==> src/rtl/fifo_rd_stream.sv <==
// Read-domain output stage of the async FIFO: pops words into a two-entry
// skid buffer, presents them as a registered valid/ready stream, and reports
// a registered fill level and almost-empty flag from the Gray pointers.
module fifo_rd_stream #(
  parameter int unsigned DATA_SIZE     = 8,
  parameter int unsigned ADDRESS_SIZE  = 4,
  parameter int unsigned AEMPTY_THRESH = 2
) (
  input  logic                    rclk,
  input  logic                    rrst_n,
  input  logic                    rempty,
  input  logic [DATA_SIZE-1:0]    rdata,
  input  logic [ADDRESS_SIZE:0]   read_ptr,
  input  logic [ADDRESS_SIZE:0]   rq2_write_ptr,
  output logic                    rinc,
  output logic [DATA_SIZE-1:0]    m_tdata,
  output logic                    m_tvalid,
  input  logic                    m_tready,
  output logic [ADDRESS_SIZE:0]   rlevel,
  output logic                    ralmost_empty
);

  localparam int unsigned PTR_W = ADDRESS_SIZE + 1;

  // Occupancy of the skid buffer: nothing, main only, main and skid.
  typedef enum logic [1:0] {
    S0 = 2'd0,
    S1 = 2'd1,
    S2 = 2'd2
  } state_t;

  state_t               r_state;
  state_t               w_state_nxt;
  logic [DATA_SIZE-1:0] r_main;
  logic [DATA_SIZE-1:0] r_skid;
  logic [DATA_SIZE-1:0] w_main_nxt;
  logic [DATA_SIZE-1:0] w_skid_nxt;
  logic                 r_tvalid;
  logic                 w_pop;
  logic                 w_acc;
  logic [PTR_W-1:0]     w_rbin;
  logic [PTR_W-1:0]     w_wbin;
  logic [PTR_W-1:0]     w_level;
  logic                 w_aempty;
  logic [PTR_W-1:0]     r_level;
  logic                 r_aempty;

  function automatic logic [PTR_W-1:0] gray2bin(input logic [PTR_W-1:0] g);
    logic [PTR_W-1:0] b;
    b[PTR_W-1] = g[PTR_W-1];
    for (int i = int'(PTR_W) - 2; i >= 0; i--) begin
      b[i] = b[i+1] ^ g[i];
    end
    return b;
  endfunction

  // Pop only from registered state so m_tready never reaches rinc.
  assign w_pop = !rempty && (r_state != S2);
  assign w_acc = r_tvalid && m_tready;

  // Next-state and next-data selection for the skid buffer.
  always_comb begin
    w_state_nxt = r_state;
    w_main_nxt  = r_main;
    w_skid_nxt  = r_skid;
    case (r_state)
      S0: begin
        if (w_pop) begin
          w_state_nxt = S1;
          w_main_nxt  = rdata;
        end
      end
      S1: begin
        if (w_pop && w_acc) begin
          w_main_nxt = rdata;
        end else if (w_pop) begin
          w_state_nxt = S2;
          w_skid_nxt  = rdata;
        end else if (w_acc) begin
          w_state_nxt = S0;
        end
      end
      S2: begin
        if (w_acc) begin
          w_state_nxt = S1;
          w_main_nxt  = r_skid;
        end
      end
      default: begin
        w_state_nxt = S0;
      end
    endcase
  end

  // Skid buffer state and data registers; reset discards held words.
  always_ff @(posedge rclk or negedge rrst_n) begin
    if (!rrst_n) begin
      r_state  <= S0;
      r_main   <= '0;
      r_skid   <= '0;
      r_tvalid <= 1'b0;
    end else begin
      r_state  <= w_state_nxt;
      r_main   <= w_main_nxt;
      r_skid   <= w_skid_nxt;
      r_tvalid <= (w_state_nxt != S0);
    end
  end

  // Modulo subtraction of binary pointers handles the MSB wrap.
  assign w_rbin   = gray2bin(read_ptr);
  assign w_wbin   = gray2bin(rq2_write_ptr);
  assign w_level  = w_wbin - w_rbin;
  assign w_aempty = (w_level <= PTR_W'(AEMPTY_THRESH));

  // Registered fill level and almost-empty flag.
  always_ff @(posedge rclk or negedge rrst_n) begin
    if (!rrst_n) begin
      r_level  <= '0;
      r_aempty <= 1'b1;
    end else begin
      r_level  <= w_level;
      r_aempty <= w_aempty;
    end
  end

  assign rinc          = w_pop;
  assign m_tdata       = r_main;
  assign m_tvalid      = r_tvalid;
  assign rlevel        = r_level;
  assign ralmost_empty = r_aempty;

endmodule

==> config.mk <==
export PLATFORM = sky130hd
export DESIGN_NAME = fifo_rd_stream
export DESIGN_NICKNAME = d
export VERILOG_FILES = /design/src/rtl/fifo_rd_stream.sv
export SDC_FILE = /design/constraint.sdc
export NUM_CORES = 1
export LEC_CHECK = 0
export CORE_MARGIN = 1
export CORE_UTILIZATION = 49
export DETAILED_ROUTE_END_ITERATION = 16
export GPL_ROUTABILITY_DRIVEN = 0
export PLACE_DENSITY = 0.87
export SLEW_MARGIN = 10
export SYNTH_ARGS = -nofsm -noshare
export SYNTH_HDL_FRONTEND = slang
export SYNTH_SLANG_ARGS = --single-unit
==> constraint.sdc <==
create_clock -name rclk -period 2.25 [get_ports rclk]
set_input_delay 0.3375 -clock rclk [delete_from_list [all_inputs] [get_ports rclk]]
set_output_delay 0.3375 -clock rclk [all_outputs]
set_load 0.1 [all_outputs]
; Word level (Yosys, flattened, before mapping)
; Index checks and enable logic that the tools add are counted.
[classes]
n_addsub = 1
n_lt_le_gt_ge = 1
n_eq_ne = 6
mux = 10
n_bitwise = 9
reduce_logical = 9
[ops]
columns = cell, n
row1 = two-way mux 8 bit, 3
row2 = one-hot mux 8 bit (3 select lines), 1
row3 = two-way mux 2 bit, 5
row4 = inequality test 2 bit (second input constant), 4
row5 = bitwise XOR 1 bit, 8
row6 = one-hot mux 2 bit (3 select lines), 1
row7 = <= comparator 5 x 2 -> 1 bit (second input constant), 1
row8 = subtractor 5 bit, 1
row9 = AND reduction 4 bit, 1
row10 = logical AND 1 bit, 3
row11 = AND reduction 3 bit, 1
row12 = nonzero test 3 bit, 1
row13 = equality test 2 x 1 -> 1 bit (second input constant), 1
row14 = equality test 2 bit (second input constant), 1
row15 = zero test 2 bit, 1
row16 = nonzero test 2 bit, 1
row17 = zero test 1 bit, 1
row18 = NOT 1 bit, 1
[totals]
register_bits = 25
in_bits = 22
out_inout_bits = 16

; Depth between registers and ports, before layout
; Gate-level depths: netlist of run 1.
[logic_depth]
depth_word = 6
depth_mapped = 10
mapped_depth_nobuf = 10

; Least setup slack after synthesis of run 1
; Ideal clock, no wire load.
[synth_timing]
path_type = input port to flip-flop
from = input port rq2_write_ptr[2]
to = register r_aempty, in the netlist ralmost_empty
setup_ns = 0.105
arrival_time_ns = 2.603
required_ns = 2.145
path_slack_ns = -0.458
stages = 10
cell_sequence = xor3_2 -> xor2_1 -> xnor2_1 -> ha_1 -> inv_1 -> fa_1 -> maj3_2 -> a21oi_2 -> xnor2_1 -> a2111oi_2
[synth_via]
elab_chain_len = 5
[synth_lines]
columns = item, line_no
row1 = "start, declared", 14  ; input logic [ADDRESS_SIZE:0] rq2_write_ptr,
row2 = bitwise XOR 1 bit *, 52  ; b[i] = b[i+1] ^ g[i];
row3 = bitwise XOR 1 bit (2 in a row), 52
row4 = subtractor 5 bit *, 113  ; assign w_level = w_wbin - w_rbin;
row5 = via w_level[4], 43  ; logic [PTR_W-1:0] w_level;
row6 = <= comparator 5 x 2 -> 1 bit *, 114  ; assign w_aempty = (w_level <= PTR_W'(AEMPTY_THRESH));
row7 = via w_aempty, 44  ; logic w_aempty;
row8 = "end signal, assigned", 123  ; r_aempty <= w_aempty;
row9 = "end, declared", 46  ; logic r_aempty;
; Mark *: on every way through the listed nets, which the timed path passes. The rest lies on a longest branch.
; A chain may end at the register's enable or synchronous reset.

; Final worst setup path of run 1
[layout_timing]
from = input port rq2_write_ptr[3]
to = register r_aempty, in the netlist ralmost_empty
[layout_via]
elab_chain_len = 6
[layout_lines]
columns = item, line_no
row1 = bitwise XOR 1 bit *, 52
row2 = bitwise XOR 1 bit (3 in a row), 52
row3 = subtractor 5 bit *, 113
row4 = via w_level[4], 43
row5 = <= comparator 5 x 2 -> 1 bit *, 114
row6 = via w_aempty, 44
; Marked as above.

==> results.py, run 1 <==
metrics = {
    "clocking": {
        "worst_skew_pair.late_latency_ns": 0.30,
        "clock_tree.root_cell": "sky130_fd_sc_hd__clkbuf_4",
        "htreeDepth": 1,
        "number_of_buffers_inserted_during_clock_tree_synthesis": 3,
        "cts.reportedPaths.clkPinSlew_ns": 0.13,
        "cts_tree": "yes",
        "tritoncts_sinks": 25,
        "clock_path_buffers": 2,
    },
    "logic_synthesis": {
        "syn-mean-instance-area_um2": 12.54,
        "syn-cell-area_um2": 1216,
        "synth_fp_nets": 123,
        "synth_cells": 97,
        "yosys_warnings": 0,
        "netlist-cell-type-count": 26,
        "synth.yosys.seq_area_share_pct": 51.54,
        "postSynthRegisterBits": 25,
    },
    "setup_path": {
        "worstPathArrival_ns": 2.61,
        "r2r_start": "r_state[1]",
        "worst-setup-path-type": "input pin to register",
        "reg2reg_setup_slack_ns": 0.66,
        "worst-path-max-fanout": 2,
        "endpoint_required_time_on_the_critical_path_ns": 2.46,
        "critPathCaptureType": "register",
        "critical_path.startpoint_type": "input pin",
        "worst-r2r-cell-count": 3,
        "worstReg2RegEnd": "r_skid[7]",
    },
    "timing": {
        "min_period_over_period_pct": 106.7,
        "setup_repair_after_global_routing_missed_its_margin": "yes",
        "final_period_minus_worst_setup_slack_ns": 2.401,
        "worst_slack_ns": -0.1512,
        "tightestPinTransition_ns": 0.5175,
        "fin_setup_tns_ns": -0.2721,
        "max_clock_freq_ghz": 0.4165,
        "count_of_endpoints_failing_setup_in_the_final_report": 2,
        "final_max_slew_viol_count": 0,
        "relSlewSlack_pct": 65.50,
        "final.setup_skew_ns": 0.005819,
        "hold_viol_final": 0,
    },
    "global_route": {
        "grt_start_max_net_pins": 26,
        "antenna_violations_before_repair": 0,
        "number_of_global_route_vias_before_repair": 967,
        "grt_pass1_wl_mm": 4.278,
        "grt_overflow": 0,
        "gr-usage-all-layers_pct": 22.55,
    },
    "route": {
        "final_antenna_net_count": 0,
        "drtIter0Drc": 19,
        "detail_route.first_pass.iterations": 4,
        "route.detailed.wl_per_inst_um": 15.59,
        "drcViolationCount": 0,
        "routed_wirelength_mm": 2.837,
        "drt-vias-per-instance": 5.291,
        "routed-via-count": 963,
    },
    "worst_hold_path": {
        "holdCritPathClass": "input pin to asynchronous set/reset pin",
    },
    "final_layout": {
        "fin_nets": 181,
        "multiInputGateArea_um2": 640.6,
        "layout-drive-gt1-share_pct": 44.16,
        "synthToLayoutAreaGrowth_pct": 49.18,
        "total_inserted_antenna_cells": 0,
        "fill_cell_instance_count_of_the_final_layout": 134,
        "finalNonFillerCells": 182,
        "seq_area_um2": 626.9,
    },
    "placed_design": {
        "place.detailed.instances": 173,
        "place_ws_ns": -0.8622,
        "place_hpwl_mm": 1.945,
        "port_buffers": 37,
    },
    "floorplan": {
        "fp.coreArea_um2": 2276,
        "floorplan.initialDensity_pct": 53.44,
        "die_y_um": 51.82,
        "die_w_um": 51.82,
        "core.rowCount": 17,
        "die_area_um2": 2685,
        "top_ports": 38,
    },
    "flow_run": {
        "max_cap_viol_count": 0,
    },
    "status": {
        "failed_checks": "negative setup slack",
        "run_status": "complete, but fails checks",
    },
}
## cells by family after synthesis
family	count (synthesis)	share of synthesized area [%]
fa+ha+maj	6	6.482
buf+inv	4	1.235
mux	17	14.92
xor+xnor	13	11.93
flops	25	51.54
compound gates	16	8.437
simple gates	16	5.453
## cell type report
class	count	area share (%)
timing repair buffer	55	26.34
tap	28	1.931
clock buffer	4	1.448
sequential	25	34.55
inverter	2	0.4138
multi-input combinational	68	35.31
## cells in the mapped netlist, drive strengths merged
master,instances,area share (%)
dfrtp,24,49
a21oi,11,4.8
nor2,11,3.4
mux2,9,8.3
mux2i,8,6.6
xnor2,7,5.0
xor2,4,2.9
ha,3,3.1
clkbuf,2,0.62
inv,2,0.62
maj3,2,1.7
nand2,2,0.62
a2111oi,1,1.2
a21o,1,0.62
a22o,1,0.72
a31oi,1,0.51
dfstp,1,2.2
fa,1,1.6
nand3,1,0.41
nor2b,1,0.51
o22ai,1,0.51
or2,1,0.51
xnor3,1,2.0
xor3,1,2.1
## state kept, by name, indices dropped and copies added, names as in the netlist
signal         cells
m_tdata            8
r_skid             8
rlevel             5
ralmost_empty      1
r_state            2
m_tvalid           1
## stage by stage
stage | instance area, um^2 | utilization, % | hold WS [ns]
after global placement | 1704 | 74.88 | 0.4859
after floorplan | 1236 | - | 0.04191
after CTS | 1754 | 77.08 | 0.3821
final | 1814 | 79.71 | 0.3866
after global routing | 1814 | 79.71 | 0.4014
after detailed placement | 1704 | 74.88 | 0.4941
## routing by layer
| layer | GRT usage [%] | wire length, um | vias to the layer above |
|---|---|---|---|
| met2 | 41.03 | 1689 | 30 |
| met5 | 0 | 0 | - |
| met3 | 2.924 | 79 | 4 |
| li1 | - | - | 449 |
| met1 | 26.06 | 1012 | 480 |
| met4 | 9.910 | 55 | 0 |
## critical path: stages
cell	delay (ns)
sky130_fd_sc_hd__buf_6	0.07
sky130_fd_sc_hd__xor3_2	0.45
sky130_fd_sc_hd__xor2_2	0.20
sky130_fd_sc_hd__xnor2_1	0.18
sky130_fd_sc_hd__ha_2	0.20
sky130_fd_sc_hd__inv_2	0.04
sky130_fd_sc_hd__fa_2	0.34
sky130_fd_sc_hd__maj3_2	0.33
sky130_fd_sc_hd__a21oi_4	0.15
sky130_fd_sc_hd__xnor2_2	0.12
sky130_fd_sc_hd__a2111oi_4	0.20
## cell usage in the layout (no fill, tap or decap), drive strengths merged
cell type / n
mux2: 9
maj3: 2
ha: 3
clkdlybuf4s50: 15
nor2: 11
dfstp: 1
xnor3: 1
a22o: 1
a31oi: 1
inv: 2
clkbuf: 4
fa: 1
nand3: 1
a2111oi: 1
clkdlybuf4s15: 1
xnor2: 7
a21o: 1
mux2i: 8
nor2b: 1
buf: 39
dfrtp: 24
xor2: 4
or2: 1
a21oi: 11
o22ai: 1
nand2: 2
xor3: 1
## worst max-delay path by stage
| stage | depth (start not counted) | to | slack, ns | from |
|---|---|---|---|---|
| after floorplan | 10 | ralmost_empty | -0.34 | rq2_write_ptr[3] |
| after global routing | 11 | ralmost_empty | -0.24 | rq2_write_ptr[3] |
| after global placement | 11 | ralmost_empty | -0.78 | rq2_write_ptr[3] |
| after CTS | 11 | ralmost_empty | -0.25 | read_ptr[2] |
| after detailed placement | 11 | ralmost_empty | -0.86 | rq2_write_ptr[3] |
| final | 11 | ralmost_empty | -0.15 | rq2_write_ptr[3] |
## timing repair
item                                    in CTS  in global routing
hold endpoints to repair                     0                  0
hold buffers                                 0                  0
setup buffers                                3                  2
resized for setup                           22                  9
endpoints found under the setup margin       4                  2
pin swaps                                   12                 10
cloned                                       0                  0
Power of run 1 is left out: the tool's default activity adds up to more than one toggle a clock period on the data nets, which glitch-free logic cannot reach.
==> inputs of run 2 (changes only) <==
--- a/config.mk
+++ b/config.mk
@@ -6,10 +6,10 @@
 export NUM_CORES = 1
 export LEC_CHECK = 0
 export CORE_MARGIN = 1
-export CORE_UTILIZATION = 49
+export CORE_UTILIZATION = 40
 export DETAILED_ROUTE_END_ITERATION = 16
 export GPL_ROUTABILITY_DRIVEN = 0
-export PLACE_DENSITY = 0.87
+export PLACE_DENSITY = 0.73
 export SLEW_MARGIN = 10
 export SYNTH_ARGS = -nofsm -noshare
 export SYNTH_HDL_FRONTEND = slang
==> results.py, run 2 (synthesized netlist as in run 1, its figures left out) <==
metrics = {
    "status": {
        "run_status": "complete, but fails checks",
        "failed_checks": "design-rule violations, negative setup slack",
    },
    "route": {
        "final_antenna_net_count": 0,
        "drtIter0Drc": 23,
        "drt-vias-per-instance": 4.989,
        "drcViolationCount": 4,
        "route.detailed.wl_per_inst_um": 14.07,
        "detail_route.first_pass.iterations": 10,
        "routed-via-count": 913,
        "routed_wirelength_mm": 2.574,
    },
    "timing": {
        "worst_slack_ns": -0.09424,
        "max_clock_freq_ghz": 0.4266,
        "tightestPinTransition_ns": 0.5418,
        "min_period_over_period_pct": 104.2,
        "final.setup_skew_ns": 0.01036,
        "final_period_minus_worst_setup_slack_ns": 2.344,
        "final_max_slew_viol_count": 0,
        "setup_repair_after_global_routing_missed_its_margin": "yes",
        "relSlewSlack_pct": 63.88,
        "hold_viol_final": 0,
        "count_of_endpoints_failing_setup_in_the_final_report": 2,
    },
    "placed_design": {
        "place_hpwl_mm": 2.029,
        "place.detailed.instances": 178,
        "port_buffers": 37,
    },
    "floorplan": {
        "fp.coreArea_um2": 2829,
        "top_ports": 38,
        "core.rowCount": 19,
        "die_w_um": 57.14,
        "floorplan.initialDensity_pct": 42.99,
        "die_y_um": 57.14,
        "die_area_um2": 3265,
    },
    "setup_path": {
        "worst-setup-path-type": "input pin to register",
        "critPathCaptureType": "register",
        "endpoint_required_time_on_the_critical_path_ns": 2.47,
        "worstPathArrival_ns": 2.56,
        "critical_path.startpoint_type": "input pin",
        "worst-path-max-fanout": 2,
        "reg2reg_setup_slack_ns": 0.69,
    },
    "clocking": {
        "tritoncts_sinks": 25,
        "cts.reportedPaths.clkPinSlew_ns": 0.14,
        "cts_tree": "yes",
        "number_of_buffers_inserted_during_clock_tree_synthesis": 3,
        "clock_path_buffers": 2,
        "htreeDepth": 1,
        "holdBufCountCts": 0,
        "worst_skew_pair.late_latency_ns": 0.32,
        "clock_tree.root_cell": "sky130_fd_sc_hd__clkbuf_4",
    },
    "final_layout": {
        "fin_nets": 179,
        "layout-drive-gt1-share_pct": 42.11,
        "finalNonFillerCells": 183,
        "layout_common_cells": "sky130_fd_sc_hd__buf_4, sky130_fd_sc_hd__dfrtp_1, sky130_fd_sc_hd__clkdlybuf4s50_1",
        "synthToLayoutAreaGrowth_pct": 45.58,
        "layout_commonest_cell": "sky130_fd_sc_hd__buf_4",
        "total_inserted_antenna_cells": 0,
        "fill_cell_instance_count_of_the_final_layout": 261,
    },
    "global_route": {
        "global_route.usage.met3_pct": 3.401,
        "number_of_global_route_vias_before_repair": 965,
        "grt_start_max_net_pins": 26,
        "grt_overflow": 0,
        "grt_util_met2_pct": 30.42,
        "grt_pass1_wl_mm": 4.174,
        "antenna_violations_before_repair": 0,
        "gr-usage-all-layers_pct": 17.01,
        "busiest_layer": "met2",
        "global_route.usage.met1_pct": 19.17,
    },
    "worst_hold_path": {
        "holdCritPathClass": "input pin to asynchronous set/reset pin",
    },
    "flow_run": {
        "max_cap_viol_count": 0,
    },
}
run 2: critical path, stage by stage:
cell and delay (ns):
sky130_fd_sc_hd__buf_2 0.08, sky130_fd_sc_hd__xor3_2 0.44, sky130_fd_sc_hd__xor2_2 0.17, sky130_fd_sc_hd__xnor2_1 0.15, sky130_fd_sc_hd__ha_2 0.20, sky130_fd_sc_hd__inv_2 0.05, sky130_fd_sc_hd__fa_2 0.35, sky130_fd_sc_hd__maj3_2 0.33
sky130_fd_sc_hd__a21oi_4 0.15, sky130_fd_sc_hd__xnor2_2 0.10, sky130_fd_sc_hd__a2111oi_2 0.21
run 2: through the flow:
step	area (um^2)	hold slack (ns)	worst slack [ns]	util (%)	setup TNS, ns
2_1_floorplan	1236	0.04191	-0.3389	-	-0.5326
3_3_place_gp	1723	0.4860	-0.7856	60.90	-2.539
3_5_place_dp	1723	0.4952	-0.8704	60.90	-2.856
4_1_cts	1754	0.3688	-0.2506	62.01	-0.2605
5_1_grt	1770	0.3767	-0.1597	62.58	-0.2361
6_report	1770	0.3746	-0.09424	62.58	-0.1229
run 2: final cells by class:
type,count,area [um^2],share of cell area (%)
inverter,2,7.507,0.4240
clock inverter,1,7.507,0.4240
tap,31,38.79,2.191
sequential,25,626.9,35.41
clock buffer,3,22.52,1.272
multi-input combinational,68,611.8,34.56
timing repair buffer,53,455.4,25.72
run 2: what timing repair did:
action,in CTS,in global routing
setup buffers,0,1
resized for setup,22,3
cloned,0,0
pin swaps,12,9
endpoints found under the setup margin,4,2
run 2: routing by layer:
metal | vias to the layer above | part of all wire [%]
met1 | 445 | 38
met2 | 22 | 57
met3 | 2 | 4.1
met5 | - | 0
li1 | 444 | -
met4 | 0 | 1.0
run 2: path summary, 6_finish.rpt:
| path | startpoint | end | cells past startpoint |
|---|---|---|---|
| hold reg to reg | r_skid[7] | r_skid[7] | 1 |
| setup / recovery | rq2_write_ptr[2] | ralmost_empty | 11 |
| hold / removal | rrst_n | m_tdata[1] | 2 |
| setup reg to reg | r_state[1] | r_skid[1] | 3 |
| min in group rclk | read_ptr[4] | ralmost_empty | 5 |
| max in group asynchronous | rrst_n | ralmost_empty | 2 |
Power of run 2 is left out for the same reason.
==> inputs of run 3 (changes only) <==
--- a/config.mk
+++ b/config.mk
@@ -6,10 +6,10 @@
 export NUM_CORES = 1
 export LEC_CHECK = 0
 export CORE_MARGIN = 1
-export CORE_UTILIZATION = 40
+export CORE_UTILIZATION = 35
 export DETAILED_ROUTE_END_ITERATION = 16
 export GPL_ROUTABILITY_DRIVEN = 0
-export PLACE_DENSITY = 0.73
+export PLACE_DENSITY = 0.66
 export SLEW_MARGIN = 10
 export SYNTH_ARGS = -nofsm -noshare
 export SYNTH_HDL_FRONTEND = slang
==> results.py, run 3 (synthesized netlist as in run 1, its figures left out) <==
metrics = {
    "final_layout": {
        "layout-drive-gt1-share_pct": 44.52,
        "finalNonFillerCells": 201,
        "layout_common_cells": "sky130_fd_sc_hd__buf_4, sky130_fd_sc_hd__dfrtp_1, sky130_fd_sc_hd__clkdlybuf4s50_1",
        "total_inserted_antenna_cells": 0,
        "layout_commonest_cell": "sky130_fd_sc_hd__buf_4",
        "fin_nets": 182,
        "synthToLayoutAreaGrowth_pct": 51.34,
    },
    "clocking": {
        "htreeDepth": 1,
        "cts.reportedPaths.clkPinSlew_ns": 0.14,
        "clock_path_buffers": 2,
        "clock_tree.root_cell": "sky130_fd_sc_hd__clkbuf_4",
        "holdBufCountCts": 0,
        "tritoncts_sinks": 25,
        "worst_skew_pair.late_latency_ns": 0.31,
        "cts_tree": "yes",
        "number_of_buffers_inserted_during_clock_tree_synthesis": 3,
    },
    "global_route": {
        "gr-usage-all-layers_pct": 13.29,
        "grt_start_max_net_pins": 26,
        "number_of_global_route_vias_before_repair": 903,
        "grt_pass1_wl_mm": 3.601,
        "grt_overflow": 0,
        "antenna_violations_before_repair": 0,
    },
    "timing": {
        "min_period_over_period_pct": 101.4,
        "hold_viol_final": 0,
        "tightestPinTransition_ns": 0.5334,
        "count_of_endpoints_failing_setup_in_the_final_report": 1,
        "final.setup_skew_ns": 0.01022,
        "max_clock_freq_ghz": 0.4382,
        "relSlewSlack_pct": 64.44,
        "setup_repair_after_global_routing_missed_its_margin": "yes",
        "final.hold.worst_slack_ns": 0.3605,
        "final_max_slew_viol_count": 0,
        "final_period_minus_worst_setup_slack_ns": 2.282,
        "worst_slack_ns": -0.03223,
    },
    "route": {
        "drcViolationCount": 0,
        "drtIter0Drc": 26,
        "routed_wirelength_mm": 2.305,
        "detail_route.first_pass.iterations": 4,
        "route.detailed.wl_per_inst_um": 11.47,
        "drt-vias-per-instance": 4.622,
        "final_antenna_net_count": 0,
        "routed-via-count": 929,
    },
    "setup_path": {
        "critPathCaptureType": "register",
        "worst-path-max-fanout": 2,
        "timing.critical_path.mode_cell": "sky130_fd_sc_hd__xor2_2",
        "cp_slowest_cell": "sky130_fd_sc_hd__xor3_2",
        "critical_path.startpoint_type": "input pin",
        "worst-setup-path-type": "input pin to register",
        "endpoint_required_time_on_the_critical_path_ns": 2.48,
        "critical-path-max-stage-delay_ns": 0.41,
        "timing.critical_path.cells": "buf_2 -> xor3_2 -> xor2_2 -> xnor2_1 -> ha_2 -> inv_2 -> buf_4 -> a21o_1 -> maj3_2 -> xor2_2 -> a2111oi_4",
        "worstPathArrival_ns": 2.51,
    },
    "floorplan": {
        "top_ports": 38,
        "fp.coreArea_um2": 3337,
        "core.rowCount": 21,
        "die_y_um": 60.95,
        "die_w_um": 60.95,
        "floorplan.initialDensity_pct": 36.45,
        "die_area_um2": 3714,
    },
    "worst_hold_path": {
        "holdCritPathClass": "input pin to asynchronous set/reset pin",
    },
    "status": {
        "failed_checks": "negative setup slack",
        "run_status": "complete, but fails checks",
    },
    "placed_design": {
        "place.detailed.instances": 195,
        "port_buffers": 37,
        "place_hpwl_mm": 1.822,
    },
    "flow_run": {
        "max_cap_viol_count": 0,
    },
}
-- run 3: stage by stage --
step	setup slack, ns	instance area [um^2]	TNS, ns	util (%)
detailed placement	-0.8557	1757	-3.143	52.64
floorplan	-0.3389	1236	-0.5326	-
global placement	-0.7920	1757	-2.914	52.64
finish	-0.03223	1841	-0.03223	55.16
global route	-0.1262	1841	-0.1908	55.16
CTS	-0.2072	1795	-0.2528	53.81
-- run 3: path summary, 6_finish.rpt --
| path | endpoint | slack (ns) | depth (start not counted) | startpoint |
|---|---|---|---|---|
| worst max-delay path | ralmost_empty | -0.03 | 11 | rq2_write_ptr[4] |
| worst min-delay path | r_skid[4] | 0.36 | 2 | rrst_n |
| worst max register to register | m_tdata[5] | 0.70 | 4 | r_state[0] |
| worst min register to register | r_skid[3] | 0.53 | 1 | r_skid[3] |
| max in group asynchronous | ralmost_empty | 1.60 | 2 | rrst_n |
| min in group rclk | r_skid[3] | 0.53 | 1 | r_skid[3] |
-- run 3: routing by layer --
layer,up-vias,wire length [um],track usage (%)
met5,-,0,0
met1,443,903,13.32
met3,2,158,3.412
li1,453,-,-
met4,0,27,5.844
met2,31,1216,25.59
-- run 3: what timing repair did --
action                                  CTS  global route
endpoints found under the setup margin    5             2
pin swaps                                12             9
gates resized for setup                  22             8
hold endpoints to repair                  0             0
buffers inserted                          1             1
-- run 3: worst max-delay path, delay by kind of cell --
family                     cells  cell delay [ns]
xor gates and xnor gates       4             0.90
AOI/OAI and AO/OA              2             0.50
adders and majority gates      2             0.51
buffers and inverters          3             0.27
-- run 3: final cells by class --
type                       count  area [um^2]
fill                         307         1496
timing repair buffer          56        485.5
tap                           46        57.56
multi-input combinational     68        633.1
inverter                       2        7.507
clock buffer                   3        22.52
clock inverter                 1        7.507
sequential                    25        626.9
Power of run 3 is left out for the same reason.
